File: src/rtl/mioc_flop_pkg.sv
// -----------------------------------------------------------------------------
// mioc_flop_pkg
//
// Shared constants and the next-state helper for the MIOC set/reset flop bank.
//
// Contents:
//   MIOC_FLOP_MAX_CHANNELS : upper bound on the CHANNELS parameter
//   MIOC_FLOP_CNT_W        : width of the per-input stability counter used
//                            when MIOC_FLOP_FILTER_EN is defined
//   MIOC_PRI_CLR / _SET    : SET_DOMINANT encodings (clear wins / set wins)
//   MIOC_IDX_*             : bit positions of the conditioned set, clear and
//                            falling-edge-clear inputs in a channel's 3-bit bus
//   mioc_flop_next()       : priority-resolved next state of one flop
// -----------------------------------------------------------------------------
package mioc_flop_pkg;

  localparam int MIOC_FLOP_MAX_CHANNELS = 32;
  localparam int MIOC_FLOP_CNT_W        = 4;

  localparam int MIOC_PRI_CLR = 0;
  localparam int MIOC_PRI_SET = 1;

  localparam int MIOC_IDX_SET  = 0;
  localparam int MIOC_IDX_CLR  = 1;
  localparam int MIOC_IDX_FALL = 2;

  // Resolve one flop's next state. 'clr' is the union of the level clear and
  // the one-cycle falling-edge clear. When neither request is active the
  // current state is held.
  function automatic logic mioc_flop_next(
    input logic q,
    input logic s,
    input logic clr,
    input logic set_wins
  );
    logic nxt;
    nxt = q;
    if (set_wins) begin
      if (s)        nxt = 1'b1;
      else if (clr) nxt = 1'b0;
    end else begin
      if (clr)      nxt = 1'b0;
      else if (s)   nxt = 1'b1;
    end
    return nxt;
  endfunction

endpackage

File: src/rtl/mioc_flop_chan.sv
// -----------------------------------------------------------------------------
// mioc_flop_chan
//
// One channel of the MIOC set/reset flop bank. It takes three asynchronous
// control strobes and does the following:
//   - synchronises each strobe,
//   - optionally filters each one for stability,
//   - detects the falling edge of the edge-clear input,
//   - resolves set/clear priority into the state flop,
//   - produces a one-cycle change strobe.
//
// Optional feature: define MIOC_FLOP_FILTER_EN to insert a FILTER_CYCLES
// stability filter after each synchroniser. When the macro is undefined the
// conditioned value is the synchronised value and no counters exist.
//
// Parameters:
//   SYNC_STAGES   : synchroniser depth per input (>= 2)
//   SET_DOMINANT  : MIOC_PRI_CLR (clear wins) or MIOC_PRI_SET (set wins)
//   FILTER_CYCLES : stability count, 1..15 (filter builds only)
//
// Ports:
//   clk        in  : block clock
//   rst_n      in  : asynchronous active-low reset
//   set_i      in  : level set, asynchronous
//   clr_i      in  : level clear, asynchronous
//   clr_fall_i in  : clear on falling edge, asynchronous
//   q          out : flop state
//   qbar       out : ~q
//   chg        out : high for one cycle when q changed on the previous clock
// -----------------------------------------------------------------------------
module mioc_flop_chan
  import mioc_flop_pkg::*;
#(
  parameter int SYNC_STAGES   = 2,
  parameter int SET_DOMINANT  = MIOC_PRI_CLR,
  parameter int FILTER_CYCLES = 3
) (
  input  logic clk,
  input  logic rst_n,
  input  logic set_i,
  input  logic clr_i,
  input  logic clr_fall_i,
  output logic q,
  output logic qbar,
  output logic chg
);

  localparam logic SET_WINS = (SET_DOMINANT == MIOC_PRI_SET);

  if (FILTER_CYCLES < 1 || FILTER_CYCLES > 15) begin : g_bad_filter_cycles
    $error("mioc_flop_chan: FILTER_CYCLES must be in 1..15");
  end

  logic [SYNC_STAGES-1:0] set_sync;
  logic [SYNC_STAGES-1:0] clr_sync;
  logic [SYNC_STAGES-1:0] fall_sync;
  logic [2:0]             raw;
  logic [2:0]             cond;
  logic                   f_prev;
  logic                   fe;
  logic                   q_nxt;
  logic                   q_d;

  // ---- stage: synchronisers (bit 0 is the metastable capture flop) ----
  always_ff @(posedge clk or negedge rst_n) begin
    if (!rst_n) begin
      set_sync  <= '0;
      clr_sync  <= '0;
      fall_sync <= '0;
    end else begin
      set_sync  <= {set_sync[SYNC_STAGES-2:0],  set_i};
      clr_sync  <= {clr_sync[SYNC_STAGES-2:0],  clr_i};
      fall_sync <= {fall_sync[SYNC_STAGES-2:0], clr_fall_i};
    end
  end

  always_comb begin
    raw                = '0;
    raw[MIOC_IDX_SET]  = set_sync[SYNC_STAGES-1];
    raw[MIOC_IDX_CLR]  = clr_sync[SYNC_STAGES-1];
    raw[MIOC_IDX_FALL] = fall_sync[SYNC_STAGES-1];
  end

`ifdef MIOC_FLOP_FILTER_EN
  // ---- stage: stability filter ----
  // A counter advances on each cycle when the synchronised value differs
  // from the filtered value. The filtered value flips on the
  // FILTER_CYCLES-th consecutive differing cycle. Any agreeing cycle
  // discards the partial count.
  localparam logic [MIOC_FLOP_CNT_W-1:0] FC_LAST =
    MIOC_FLOP_CNT_W'(FILTER_CYCLES - 1);

  logic [2:0]                      filt;
  logic [2:0][MIOC_FLOP_CNT_W-1:0] cnt;

  always_ff @(posedge clk or negedge rst_n) begin
    if (!rst_n) begin
      filt <= '0;
      cnt  <= '0;
    end else begin
      for (int i = 0; i < 3; i++) begin
        if (raw[i] == filt[i]) begin
          cnt[i] <= '0;
        end else if (cnt[i] == FC_LAST) begin
          filt[i] <= raw[i];
          cnt[i]  <= '0;
        end else begin
          cnt[i] <= cnt[i] + 1'b1;
        end
      end
    end
  end

  assign cond = filt;
`else
  assign cond = raw;
`endif

  // f_prev resets to 0. An edge-clear input that is high across reset
  // release therefore rises 0->1 here, which is not a falling edge.
  assign fe    = f_prev & ~cond[MIOC_IDX_FALL];
  assign q_nxt = mioc_flop_next(q, cond[MIOC_IDX_SET],
                                cond[MIOC_IDX_CLR] | fe, SET_WINS);

  // ---- stage: edge history, state flop, change strobe ----
  // chg compares q with q_d, its copy from one clock earlier. The strobe
  // therefore appears one clock after q moves and lasts one cycle per
  // change.
  always_ff @(posedge clk or negedge rst_n) begin
    if (!rst_n) begin
      f_prev <= 1'b0;
      q      <= 1'b0;
      q_d    <= 1'b0;
      chg    <= 1'b0;
    end else begin
      f_prev <= cond[MIOC_IDX_FALL];
      q      <= q_nxt;
      q_d    <= q;
      chg    <= q ^ q_d;
    end
  end

  assign qbar = ~q;

endmodule

File: src/rtl/mioc_flop_bank.sv
// -----------------------------------------------------------------------------
// mioc_flop_bank
//
// Bank of CHANNELS independent clocked set/reset flops. This is the
// synchronous successor to the open-drain MIOC set/reset flop. Each channel
// has the following inputs:
//   - a level set,
//   - a level clear,
//   - a falling-edge clear.
// Every input is synchronised to clk. Channels do not interact.
//
// Optional feature: MIOC_FLOP_FILTER_EN adds a per-input stability filter
// (see mioc_flop_chan).
//
// Parameters:
//   CHANNELS      : number of channels, 1..32
//   SYNC_STAGES   : synchroniser depth per input, >= 2
//   SET_DOMINANT  : 0 = clear wins on conflict, 1 = set wins
//   FILTER_CYCLES : filter stability count, 1..15 (filter builds only)
//
// Ports:
//   clk        in  [1]        : block clock
//   rst_n      in  [1]        : asynchronous active-low reset
//   set_i      in  [CHANNELS] : level set, asynchronous
//   clr_i      in  [CHANNELS] : level clear, asynchronous
//   clr_fall_i in  [CHANNELS] : falling-edge clear, asynchronous
//   q          out [CHANNELS] : flop state
//   qbar       out [CHANNELS] : ~q
//   chg        out [CHANNELS] : one-cycle change strobe per channel
// -----------------------------------------------------------------------------
module mioc_flop_bank
  import mioc_flop_pkg::*;
#(
  parameter int CHANNELS      = 4,
  parameter int SYNC_STAGES   = 2,
  parameter int SET_DOMINANT  = 0,
  parameter int FILTER_CYCLES = 3
) (
  input  logic                clk,
  input  logic                rst_n,
  input  logic [CHANNELS-1:0] set_i,
  input  logic [CHANNELS-1:0] clr_i,
  input  logic [CHANNELS-1:0] clr_fall_i,
  output logic [CHANNELS-1:0] q,
  output logic [CHANNELS-1:0] qbar,
  output logic [CHANNELS-1:0] chg
);

  if (CHANNELS < 1 || CHANNELS > MIOC_FLOP_MAX_CHANNELS) begin : g_bad_channels
    $error("mioc_flop_bank: CHANNELS must be in 1..32");
  end

  if (SYNC_STAGES < 2) begin : g_bad_sync_stages
    $error("mioc_flop_bank: SYNC_STAGES must be at least 2");
  end

  if (SET_DOMINANT != MIOC_PRI_CLR && SET_DOMINANT != MIOC_PRI_SET) begin : g_bad_set_dominant
    $error("mioc_flop_bank: SET_DOMINANT must be 0 or 1");
  end

  if (FILTER_CYCLES < 1 || FILTER_CYCLES > 15) begin : g_bad_filter_cycles
    $error("mioc_flop_bank: FILTER_CYCLES must be in 1..15");
  end

  for (genvar n = 0; n < CHANNELS; n++) begin : g_chan
    mioc_flop_chan #(
      .SYNC_STAGES  (SYNC_STAGES),
      .SET_DOMINANT (SET_DOMINANT),
      .FILTER_CYCLES(FILTER_CYCLES)
    ) u_chan (
      .clk       (clk),
      .rst_n     (rst_n),
      .set_i     (set_i[n]),
      .clr_i     (clr_i[n]),
      .clr_fall_i(clr_fall_i[n]),
      .q         (q[n]),
      .qbar      (qbar[n]),
      .chg       (chg[n])
    );
  end

endmodule

File: config.mk
export PLATFORM = sky130hd
export DESIGN_NAME = mioc_flop_bank
export DESIGN_NICKNAME = d
export VERILOG_FILES = /design/src/rtl/mioc_flop_pkg.sv /design/src/rtl/mioc_flop_chan.sv /design/src/rtl/mioc_flop_bank.sv
export SDC_FILE = /design/constraint.sdc
export NUM_CORES = 1
export LEC_CHECK = 0
export CAP_MARGIN = 20
export CORE_MARGIN = 4
export CORE_UTILIZATION = 48
export DETAILED_ROUTE_END_ITERATION = 6
export PLACE_DENSITY = 0.84
export SLEW_MARGIN = 10
export SYNTH_ARGS = -nofsm -noshare
export SYNTH_HDL_FRONTEND = slang
export SYNTH_SLANG_ARGS = --single-unit
File: constraint.sdc
create_clock -name clk -period 1 [get_ports clk]
set_clock_uncertainty 0.05 [all_clocks]
set_input_delay 0.2 -clock clk [delete_from_list [all_inputs] [get_ports clk]]
set_output_delay 0.2 -clock clk [all_outputs]
set_load 0.03 [all_outputs]
==> impl_metrics.ini <==
[status]
outcome = finished with violations
violations = negative setup slack

[final_layout]
num-fill-cells = 161
fin_cells = 131
drive_gt1_share_pct = 35.6
multiInputGateArea_um2 = 123
mostFrequentLayoutCells = dfrtp_1, clkdlybuf4s50_1, buf_6
antenna_cells = 0
syn2layout_area_growth_pct = 28.9
seqCellArea_um2 = 1000
nets = 114
layout.cells.most_common = dfrtp_1

[worst_setup_path]
r2r-end = g_chan[1].u_chan.chg$_DFF_PN0_
crit_type = flip-flop to output port
crit_path_end = qbar[1]
r2r_setup_slack_ns = -0.01
worstPathMaxFanout = 4
worstPathRequired_ns = 0.75
crit_start = g_chan[1].u_chan.q$_DFFE_PN0P_
crit_path_end_kind = output port
r2r-start = g_chan[1].u_chan.q$_DFFE_PN0P_
setup.worst_path.start_class = flip-flop
cp_slowest_cell = dfrtp_1
crit_path_max_incr_delay_ns = 0.43
crit_chain = inv_1 -> buf_6
crit_arrival_ns = 0.96
r2r_cells = 3

[yosys]
synthesis.instances = 72
synth.cell_area_um2 = 1220
yosys_warnings = 0
syn_avg_cell_area_um2 = 17.0
synth.top_cell.area_share_pct = 82.0
seq_area_frac_synth_pct = 82.0
synth_area_leaders = dfrtp_1, buf_4, nor3_2
yosysTopAreaCell = dfrtp_1
synth_nets = 86
yosys_register_bits = 40
ys_types = 7

[floorplan]
die_area_um2 = 3420
ios = 26
start_util_pct = 49.7
die_h_um = 58.4
fp.dieW_um = 58.4
coreArea_um2 = 2450
core.rowCount = 18

[timing]
finalCritPeriodShare_pct = 121
setup_tns_ns = -1.77
fin_crit_ns = 1.21
finalHoldViolCount = 0
worst_slack_ns = -0.213
setup_violations = 13
holdWs_ns = 0.252
slew_viol_final = 0
rsz0062_at_grt = yes
slew_headroom_pct = 87.0
max_freq_ghz = 0.824
tightest_slew_ns = 0.195

[place]
globalplace.congestion = 0.622
io_buffers = 25
placedCellCount = 116
post-place-ws_ns = 0.112
post-dp-hpwl_um = 973

[cts]
cts_buffer_depth = 2
cts_root_buf = clkbuf_4
clk_pin_slew_worst_paths_ns = 0.10
cts_tree = yes
cts_inserted_buffers = 5
clk_latency_ns = 0.32
cts_sinks = 40
cts_max_level = 2

[power_and_ir_drop]
finalPower_uw = 2890
ir_drop_mv = 1.73
p_leak_uw = 0.000747
power_density_nw_per_um2 = 1840

[job]
maxCapViolCount = 0

[global_route]
grt_pass1_vias = 626
grt_usage_pct = 10.4
grt_start_max_net_pins = 41
grt_pass1_wl_um = 2520
antenna_found_initial = 0
gr-total-overflow = 0

[detailed_routing]
first_iter_violations = 5
wl_per_cell_um = 11.2
drt.antenna.violating_nets = 0
vias = 571
dr.pass1.iters = 4
drc_errors = 0
wirelength_um = 1470
via_per_inst = 4.36

[hold_path]
hold_class = input pin to flip-flop
[flip-flops by register name, indices dropped and copies added (netlist names)]
signal                   flops
g_chan.u_chan.clr_sync       8
g_chan.u_chan.chg            4
g_chan.u_chan.q_d            4
g_chan.u_chan.q              4
g_chan.u_chan.set_sync       8
g_chan.u_chan.f_prev         4
g_chan.u_chan.fall_sync      8
[metrics by stage]
step | utilization [%] | instance area (µm²)
final | 64.1 | 1570
after global placement | 57.2 | 1400
after global routing | 64.1 | 1570
after CTS | 62.9 | 1540
after detailed placement | 57.2 | 1400
after floorplan | - | 1220
[layer usage]
layer	up-vias	global-route usage [%]	part of all wire [%]
met2	19	19.5	59
met3	5	4.61	6.9
met5	-	0	0
li1	262	-	-
met4	0	4.97	2.1
met1	285	9.27	32
[power by group]
group | leakage (µW) | internal [µW] | switching (µW)
registers | 0.000478 | 1720 | 46.7
logic | 0.000231 | 176 | 172
clock network | 0.0000380 | 335 | 445
total | 0.000747 | 2230 | 664
[critical path: cells and delay by family (launching register included)]
family                 cells  cell delay (ns)
buffers and inverters      2             0.22
flip-flops                 1             0.43
[kinds of logic after synthesis]
| group | count (synthesis) | synth area share, % |
|---|---|---|
| xor+xnor | 4 | 2.87 |
| simple gates | 12 | 6.56 |
| buf+inv | 16 | 8.61 |
| flops | 40 | 82.0 |
[synthesized netlist by cell type]
master,instances
nor3_2,4
nor2_1,4
dfrtp_1,40
nor2b_1,4
inv_1,4
buf_4,12
xor2_1,4
[how the worst min path moves through the flow]
stage / from / slack, ns / endpoint / cells after the start
finish: clr_fall_i[2] / 0.25 / g_chan[2].u_chan.fall_sync[0]$_DFF_PN0_ / 1
global route: clr_fall_i[2] / 0.23 / g_chan[2].u_chan.fall_sync[0]$_DFF_PN0_ / 1
global placement: rst_n / 0.12 / g_chan[3].u_chan.fall_sync[0]$_DFF_PN0_ / 2
detailed placement: rst_n / 0.13 / g_chan[3].u_chan.fall_sync[0]$_DFF_PN0_ / 2
floorplan: rst_n / -0.15 / g_chan[0].u_chan.chg$_DFF_PN0_ / 0
CTS: clr_fall_i[2] / 0.24 / g_chan[2].u_chan.fall_sync[0]$_DFF_PN0_ / 1
[final cells by class]
class | count | share of cell area (%)
Clock buffer | 6 | 3.26
Clock inverter | 2 | 0.636
Inverter | 4 | 0.954
Multi-Input combinational cell | 16 | 7.79
Sequential cell | 40 | 63.7
Tap cell | 30 | 2.38
Timing Repair Buffer | 33 | 21.3
[timing repair]
item | 4_1_cts | 5_1_grt
hold buffers | 1 | 0
resized for setup | 14 | 3
endpoints found under the hold margin | 40 | 0
endpoints found under the setup margin | 12 | 12
setup buffers | 3 | 3
Note: power is estimated with default switching activity, not from simulation.
